==> config.mk <==
export PLATFORM = sky130hd
export DESIGN_NAME = regfile_multiport_flat
export DESIGN_NICKNAME = d
export VERILOG_FILES = /design/src/rtl/regfile_multiport_pkg.sv /design/src/rtl/regfile_multiport_if.sv /design/src/rtl/regfile_multiport_read_port.sv /design/src/rtl/regfile_multiport.sv /design/src/flat_wrapper.sv
export SDC_FILE = /design/constraint.sdc
export NUM_CORES = 1
export LEC_CHECK = 0
export CAP_MARGIN = 5
export CORE_ASPECT_RATIO = 1.2
export CORE_MARGIN = 4
export CORE_UTILIZATION = 41
export DETAILED_ROUTE_END_ITERATION = 7
export GPL_ROUTABILITY_DRIVEN = 1
export PLACE_DENSITY = 0.56
export SYNTH_ARGS = -nofsm -noshare
export SYNTH_HDL_FRONTEND = slang
export SYNTH_HIERARCHICAL = 1
export SYNTH_SLANG_ARGS = --single-unit
==> constraint.sdc <==
create_clock -name i_clk -period 8.59 [get_ports i_clk]
set_input_delay 1.718 -clock i_clk [delete_from_list [all_inputs] [get_ports i_clk]]
set_output_delay 1.718 -clock i_clk [all_outputs]
set_load 0.02 [all_outputs]
==> src/rtl/regfile_multiport_pkg.sv <==
`default_nettype none
// ============================================================================
// Module      : cpu20_regfile_pkg
// Description : Shared types and default widths for the CPU20 register file,
//               also used by decode and writeback.
// Revision    : 1.0 - initial release
// ============================================================================
package cpu20_regfile_pkg;

    localparam int DEF_DATA_W = 16;
    localparam int DEF_ADDR_W = 4;

    typedef enum logic [0:0] {
        IDLE  = 1'b0,
        CLEAR = 1'b1
    } regfile_state_t;

endpackage
`default_nettype wire

==> src/rtl/regfile_multiport_if.sv <==
`default_nettype none
// ============================================================================
// Module      : regfile_multiport_if
// Description : Write/read/clear bus of the multiport register file. The
//               master side belongs to decode/writeback, the slave side to
//               the register file.
// Revision    : 1.0 - initial release
// ============================================================================
interface regfile_multiport_if
    import cpu20_regfile_pkg::*;
#(
    parameter int DATA_W = DEF_DATA_W,
    parameter int ADDR_W = DEF_ADDR_W,
    parameter int NUM_RD = 2
);
    logic                       i_we;
    logic [ADDR_W-1:0]          i_waddr;
    logic [DATA_W-1:0]          i_wdata;
    logic [NUM_RD-1:0]          i_re;
    logic [NUM_RD*ADDR_W-1:0]   i_raddr;
    logic [NUM_RD*DATA_W-1:0]   o_rdata;
    logic [NUM_RD-1:0]          o_rvalid;
    logic                       i_clr;
    logic                       o_busy;

    modport master (
        output i_we, i_waddr, i_wdata, i_re, i_raddr, i_clr,
        input  o_rdata, o_rvalid, o_busy
    );

    modport slave (
        input  i_we, i_waddr, i_wdata, i_re, i_raddr, i_clr,
        output o_rdata, o_rvalid, o_busy
    );
endinterface
`default_nettype wire

==> src/rtl/regfile_multiport_read_port.sv <==
`default_nettype none
// ============================================================================
// Module      : regfile_read_port
// Description : One registered read port: zero-register / bypass / array
//               select followed by the output data and valid flops.
// Revision    : 1.0 - initial release
// ============================================================================
module regfile_read_port
    import cpu20_regfile_pkg::*;
#(
    parameter int DATA_W   = DEF_DATA_W,
    parameter int ADDR_W   = DEF_ADDR_W,
    parameter int BYPASS   = 1,
    parameter int ZERO_REG = 0
) (
    input  wire logic              i_clk,
    input  wire logic              i_rst,
    input  wire logic              i_re,        // already qualified with IDLE
    input  wire logic [ADDR_W-1:0] i_raddr,
    input  wire logic [DATA_W-1:0] i_mem_data,  // array contents at i_raddr
    input  wire logic              i_wr_en,     // write that will commit this edge
    input  wire logic [ADDR_W-1:0] i_waddr,
    input  wire logic [DATA_W-1:0] i_wdata,
    output logic      [DATA_W-1:0] o_rdata,
    output logic                   o_rvalid
);

    logic [DATA_W-1:0] rdata_q, rdata_d;
    logic              rvalid_q, rvalid_d;

    // Select the read value; data holds when the port is not reading
    always_comb begin
        rdata_d  = rdata_q;
        rvalid_d = i_re;
        if (i_re) begin
            if ((ZERO_REG != 0) && (i_raddr == '0)) begin
                rdata_d = '0;
            end else if ((BYPASS != 0) && i_wr_en && (i_waddr == i_raddr)) begin
                rdata_d = i_wdata;
            end else begin
                rdata_d = i_mem_data;
            end
        end
    end

    // Output register
    always_ff @(posedge i_clk) begin
        if (i_rst) begin
            rdata_q  <= '0;
            rvalid_q <= 1'b0;
        end else begin
            rdata_q  <= rdata_d;
            rvalid_q <= rvalid_d;
        end
    end

    assign o_rdata  = rdata_q;
    assign o_rvalid = rvalid_q;

endmodule
`default_nettype wire

==> src/rtl/regfile_multiport.sv <==
`default_nettype none
// ============================================================================
// Module      : regfile_multiport
// Description : Parametrised register file with NUM_RD registered read
//               ports, one write port with optional bypass, optional
//               hardwired-zero register 0 and a one-entry-per-cycle clear
//               sweep.
// Revision    : 1.0 - initial release
// ============================================================================
module regfile_multiport
    import cpu20_regfile_pkg::*;
#(
    parameter int DATA_W   = DEF_DATA_W,
    parameter int ADDR_W   = DEF_ADDR_W,
    parameter int NUM_RD   = 2,
    parameter int BYPASS   = 1,
    parameter int ZERO_REG = 0
) (
    input  wire logic          i_clk,
    input  wire logic          i_rst,
    regfile_multiport_if.slave bus
);

    localparam int DEPTH = 2 ** ADDR_W;

    logic [DATA_W-1:0] mem_q [DEPTH];

    regfile_state_t    state_q, state_d;
    logic [ADDR_W-1:0] clr_idx_q, clr_idx_d;

    logic w_idle;
    logic w_zero_waddr;
    logic w_wr_en;

    assign w_idle       = (state_q == IDLE);
    assign w_zero_waddr = (ZERO_REG != 0) && (bus.i_waddr == '0);
    // A clear request in the same cycle takes priority over the write
    assign w_wr_en      = w_idle && bus.i_we && !bus.i_clr && !w_zero_waddr;

    // Clear FSM next state: start on i_clr, leave after the last entry
    always_comb begin
        state_d   = state_q;
        clr_idx_d = clr_idx_q;
        unique case (state_q)
            IDLE: begin
                if (bus.i_clr) begin
                    state_d   = CLEAR;
                    clr_idx_d = '0;
                end
            end
            CLEAR: begin
                clr_idx_d = clr_idx_q + 1'b1;
                if (&clr_idx_q) begin
                    state_d = IDLE;
                end
            end
            default: begin
                state_d   = IDLE;
                clr_idx_d = '0;
            end
        endcase
    end

    // Clear FSM state register
    always_ff @(posedge i_clk) begin
        if (i_rst) begin
            state_q   <= IDLE;
            clr_idx_q <= '0;
        end else begin
            state_q   <= state_d;
            clr_idx_q <= clr_idx_d;
        end
    end

    // Storage array: reset wipes everything, the sweep zeroes one entry per cycle
    always_ff @(posedge i_clk) begin
        if (i_rst) begin
            for (int i = 0; i < DEPTH; i++) begin
                mem_q[i] <= '0;
            end
        end else if (state_q == CLEAR) begin
            mem_q[clr_idx_q] <= '0;
        end else if (w_wr_en) begin
            mem_q[bus.i_waddr] <= bus.i_wdata;
        end
    end

    assign bus.o_busy = (state_q == CLEAR);

    for (genvar p = 0; p < NUM_RD; p++) begin : g_rd
        logic [ADDR_W-1:0] w_raddr;
        logic [DATA_W-1:0] w_rdata;
        logic              w_rvalid;

        assign w_raddr = bus.i_raddr[p*ADDR_W +: ADDR_W];

        regfile_read_port #(
            .DATA_W   (DATA_W),
            .ADDR_W   (ADDR_W),
            .BYPASS   (BYPASS),
            .ZERO_REG (ZERO_REG)
        ) u_port (
            .i_clk      (i_clk),
            .i_rst      (i_rst),
            .i_re       (w_idle && bus.i_re[p]),
            .i_raddr    (w_raddr),
            .i_mem_data (mem_q[w_raddr]),
            .i_wr_en    (w_wr_en),
            .i_waddr    (bus.i_waddr),
            .i_wdata    (bus.i_wdata),
            .o_rdata    (w_rdata),
            .o_rvalid   (w_rvalid)
        );

        assign bus.o_rdata[p*DATA_W +: DATA_W] = w_rdata;
        assign bus.o_rvalid[p]                 = w_rvalid;
    end

endmodule
`default_nettype wire

==> src/flat_wrapper.sv <==
// flat-port wrapper written by rule: the top's interface ports become plain ports
module regfile_multiport_flat import cpu20_regfile_pkg::*;
#(
    parameter int DATA_W   = DEF_DATA_W,
    parameter int ADDR_W   = DEF_ADDR_W,
    parameter int NUM_RD   = 2,
    parameter int BYPASS   = 1,
    parameter int ZERO_REG = 0
)
  (i_clk, i_rst, bus_i_we, bus_i_waddr, bus_i_wdata, bus_i_re, bus_i_raddr, bus_i_clr, bus_o_rdata, bus_o_rvalid, bus_o_busy);
  regfile_multiport_if #(.DATA_W(DATA_W), .ADDR_W(ADDR_W), .NUM_RD(NUM_RD)) bus_i ();
  input  wire logic i_clk;
  input  wire logic i_rst;
  input wire logic [$bits(bus_i.i_we)-1:0] bus_i_we;
  input wire logic [$bits(bus_i.i_waddr)-1:0] bus_i_waddr;
  input wire logic [$bits(bus_i.i_wdata)-1:0] bus_i_wdata;
  input wire logic [$bits(bus_i.i_re)-1:0] bus_i_re;
  input wire logic [$bits(bus_i.i_raddr)-1:0] bus_i_raddr;
  input wire logic [$bits(bus_i.i_clr)-1:0] bus_i_clr;
  output wire logic [$bits(bus_i.o_rdata)-1:0] bus_o_rdata;
  output wire logic [$bits(bus_i.o_rvalid)-1:0] bus_o_rvalid;
  output wire logic [$bits(bus_i.o_busy)-1:0] bus_o_busy;
  assign bus_i.i_we = bus_i_we;
  assign bus_i.i_waddr = bus_i_waddr;
  assign bus_i.i_wdata = bus_i_wdata;
  assign bus_i.i_re = bus_i_re;
  assign bus_i.i_raddr = bus_i_raddr;
  assign bus_i.i_clr = bus_i_clr;
  assign bus_o_rdata = bus_i.o_rdata;
  assign bus_o_rvalid = bus_i.o_rvalid;
  assign bus_o_busy = bus_i.o_busy;
  regfile_multiport #(.DATA_W(DATA_W), .ADDR_W(ADDR_W), .NUM_RD(NUM_RD), .BYPASS(BYPASS), .ZERO_REG(ZERO_REG)) u_core (.i_clk(i_clk), .i_rst(i_rst), .bus(bus_i));
endmodule
# ---- Word-level counts from Yosys, hierarchy flattened
# Memory sizes are Yosys's and may differ from the RTL's. A register that Yosys moved wholly into a read port is not among the register bits.
# Cells that the tools add are included.
dict set report totals {
  out_inout_bits 35
  ramBits 256
  register_bits 7
  word_cells 36
  memories 1
}
# memory depth width read_ports rd_clocked_by_memory_dff wr line_no
set memory_table {}
lappend memory_table {u_core.mem_q 16 16 2 2 16 regfile_multiport.sv:26} ;# logic [DATA_W-1:0] mem_q [DEPTH];
dict set report classes {
  eq_ne 1
  n_bitwise 1
  n_addsub 1
  muxes 20
  n_reduce_logical 8
}
# operator count
set op_table {}
lappend op_table {{16-bit 2-to-1 mux} 2}
lappend op_table {{16-bit OR reduction} 2}
lappend op_table {{1-bit 2-to-1 mux} 13}
lappend op_table {{4-bit 2-to-1 mux} 3}
lappend op_table {{4-bit case mux with 2 select lines} 1}
lappend op_table {{4-bit by 1-bit adder with 4-bit output, second input constant} 1}
lappend op_table {{1-bit logical AND} 4}
lappend op_table {{4-bit AND reduction} 1}
lappend op_table {{2-bit != test, second input constant} 1}
lappend op_table {{1-bit case mux with 2 select lines} 1}
lappend op_table {{1-bit zero test} 1}
lappend op_table {{1-bit NOT} 1}

# ---- Depth between registers and ports, before layout
dict set report logic_depth {
  ltp_word 9
  depth_mapped 8
  mapped_depth_nobuf 6
}

# ---- Modules after synthesis
# The synthesis kept the hierarchy.
# module area_per_inst_um2 seq_area_each_um2 instances cells_each
set modules_own_cells {}
lappend modules_own_cells {regfile_multiport 14415.1 7787.5 1 972}
lappend modules_own_cells {regfile_read_port 904.6 340.3 2 101}

# ---- Least setup slack after synthesis
# OpenSTA, ideal clock, no wires.
dict set report synth_path {
  kind {in2reg}
  startpoint {in i_rst}
  endpoint {mem u_core/mem_q[3][0] in the netlist's numbering (enable)}
  cell_stages 7
  path_buffers 4
  path_slack_ns 3.349
  setup_ns 0.435
  arrival_ns 4.805
  path_cell_list {buf_2 -> nor4b_2 -> buf_4 -> mux2_1 -> buf_2 -> buf_2 -> o41ai_1}
}
# element line_no
set synth_rtl {}
lappend synth_rtl {{from (decl)} flat_wrapper.sv:13} ;# input wire logic i_rst;
lappend synth_rtl {{to (decl)} regfile_multiport.sv:26}

==> run metrics <==
status complete, no violations; Synth Register Bits 295; Post-CTS Resized 0; Top FF cell, synth edfxtp_1; Slowest cell on crit path buf_4; H-tree levels 1; class of the most critical hold timing path register to register; hpwl dp 34.62 mm; Min-Delay Path Depth 2; Worst Reg-to-Reg Cells 6; Top Ports 69; crit-path leading delay family buffers and inverters; crit path max fanout 73; maximum VDD drop 0.1619 mV; Syn Inst Count 1174; CTS Sinks 295; WP buf/inv 4; unrepaired setup endpoints after global routing no; Seq/Total Area, Yosys 52.19%; die area 0.04283 mm^2; die height 225.9 um; final hold violations 0; first-pass GRT wire length 80.40 mm; Synth top area share 47.38%; Int Pwr 2.632 mW; area delta synth->final 12.49%; root buf cell clkbuf_16; # nets final 1182; Floorplan Core Area 0.03894 mm^2; Layout Cells excl Fill 1697; Sw Share 25.33%; Filler cells 3447; most instantiated library cell after synthesis edfxtp_1; GRT Resource Usage Total 25.21%; Clock power frac 40.1%; FFs w/ async S/R, synth 0%; post-synthesis cell type count 42; Reg power frac 46.9%; fin util 46.86%; Synth warnings 6; power share of the combinational group 13.1%; Slew HR 18.66%; Arr. time, crit path 5.67 ns; overall die width 189.6 um; Pwr Density 193.1 mW/mm^2; Core Rows 79; TritonCTS clock tree done; fin. max-slew vios 0; Post-Syn Area 0.01622 mm^2; worst path cell trace clkdlybuf4s50_1 -> nor4b_4 -> buf_4 -> mux2_4 -> buf_4 -> o41ai_2 -> buf_4; setup TNS 0 ns; CP most frequent cell buf_4; crit-path max cell delay 0.80 ns; Commonest cells post-synth edfxtp_1, nor4_1, mux4_2, clkbuf_1; post-route ant nets 0; # hold bufs at CTS 0; DP Cell Count 1640; Avg WL per Cell 32.31 um; Multi-input gate area 0.007133 mm^2; syn nets 1209; vias 11851; Num CTS Buffers 31; GP Congestion 0.9047; pin count of the biggest net entering global routing 86; DRC 0; dominant cell type by area after synthesis edfxtp_1; layout cells sized above 1 24.25%; endpoints failing setup 0; clock tree buffer depth 3; max-cap violation count 0; syn avg cell area 13.82 um^2; number of synthesized flops with an enable pin 256; WP data required 8.89 ns; initial antenna violation count 0; Seq. cell area 0.008468 mm^2; n_diodes 0; Setup CP Type input pin to register; gr ovfl total 0; Initial Utilization 41.66%; Hold WS 0.4865 ns; switching power 892.7 uW; Pleak 5.527 nW; Worst Setup End Kind register; Slew @ Worst Pin 1.195 ns; synth top area cells edfxtp_1, mux4_2, nor4_1, dfxtp_1, nor4_2; drt via density 6.984; IO Port Bufs 68; clk_lat worst skew 0.58 ns; Post-CTS Setup Repair Bufs 0; Worst path depth 7; fmax 186.2 MHz; WL final 54.83 mm; clk slew on worst S/H paths 0.06 ns; startpoint types input pin; initial drt markers 1675; minimum clock period 5.370 ns; Post-Route Skew 0.009783 ns; vias in the first global route 11633; drt pass-1 iters 6; final worst-path cycle share 62.52%
## cells in the final DEF, fill, tap and decap left out, types with 38 or more instances in the layout
master,Yosys,final
a22oi_1,64,64
buf_4,9,38
clkdlybuf4s50_1,0,64
dfxtp_1,39,39
edfxtp_1,256,256
mux4_2,128,128
nand2_1,64,64
nor4_1,217,217
nor4_2,39,39
## layer usage
layer	share of wire [%]	GRT usage (%)	vias up
met3	9.4	4.777	124
met2	45	38.64	683
met1	38	33.58	6070
met4	6.8	15.10	0
met5	0	0	-
li1	-	-	4974
## worst reg2reg max path, cell delays in order (launching register included)
cell     delay [ns]
dfxtp_1        0.51
nor4b_4        0.80
buf_4          0.44
mux2_4         0.77
buf_4          0.87
o41ai_2        0.18
buf_4          0.28
## kinds of logic after synthesis
kind of cell	count (synthesis)	share of synthesized area (%)
buf+inv	166	5.036
mux	134	18.21
simple gates	416	16.67
fa+ha+maj	1	0.07711
compound gates	154	7.380
flops	295	52.19
xor+xnor	8	0.4319
## sequential cells by signal, summed over array words and instances (netlist names)
name,count
u_core/clr_idx_q,4
u_core/bus.o_busy,1
u_core/g_rd.u_port/o_rdata,32
u_core/g_rd.u_port/o_rvalid,2
u_core/mem_q,256
## metrics by stage
step                      setup slack [ns]  instance area (um^2)  power, mW
after global placement               2.800                 17200      2.131
after CTS                            3.335                 18250      3.540
after floorplan                      3.349                 16220      1.956
after global routing                 3.046                 18250      3.622
after detailed placement             2.735                 17200      2.136
final                                3.220                 18250      3.524
## final timing paths
kind	startpoint	endpoint	slack [ns]
setup / recovery	i_rst	u_core/mem_q[3][7]	3.22
hold reg to reg	u_core/g_rd[1].u_port/o_rdata[11]	u_core/g_rd[1].u_port/o_rdata[11]	0.49
hold / removal	u_core/g_rd[1].u_port/o_rdata[11]	u_core/g_rd[1].u_port/o_rdata[11]	0.49
setup reg to reg	u_core/bus.o_busy	u_core/mem_q[3][7]	4.47
## power groups by stage
stage          Combinational (mW)  Clock (mW)  Sequential, mW
6_report                    0.460        1.41            1.65
5_1_grt                     0.480        1.48            1.66
4_1_cts                     0.455        1.43            1.65
3_5_place_dp                0.454           0            1.68
3_3_place_gp                0.451           0            1.68
2_1_floorplan               0.266           0            1.69
## cell type report
cell class | count | area share [%]
Clock inverter | 17 | 1.303
Timing Repair Buffer | 104 | 5.128
Multi-Input combinational cell | 713 | 39.09
Clock buffer | 40 | 4.436
Inverter | 2 | 0.04114
Sequential cell | 295 | 46.40
Tap cell | 526 | 3.606
Power figures use the tool's default switching activity.
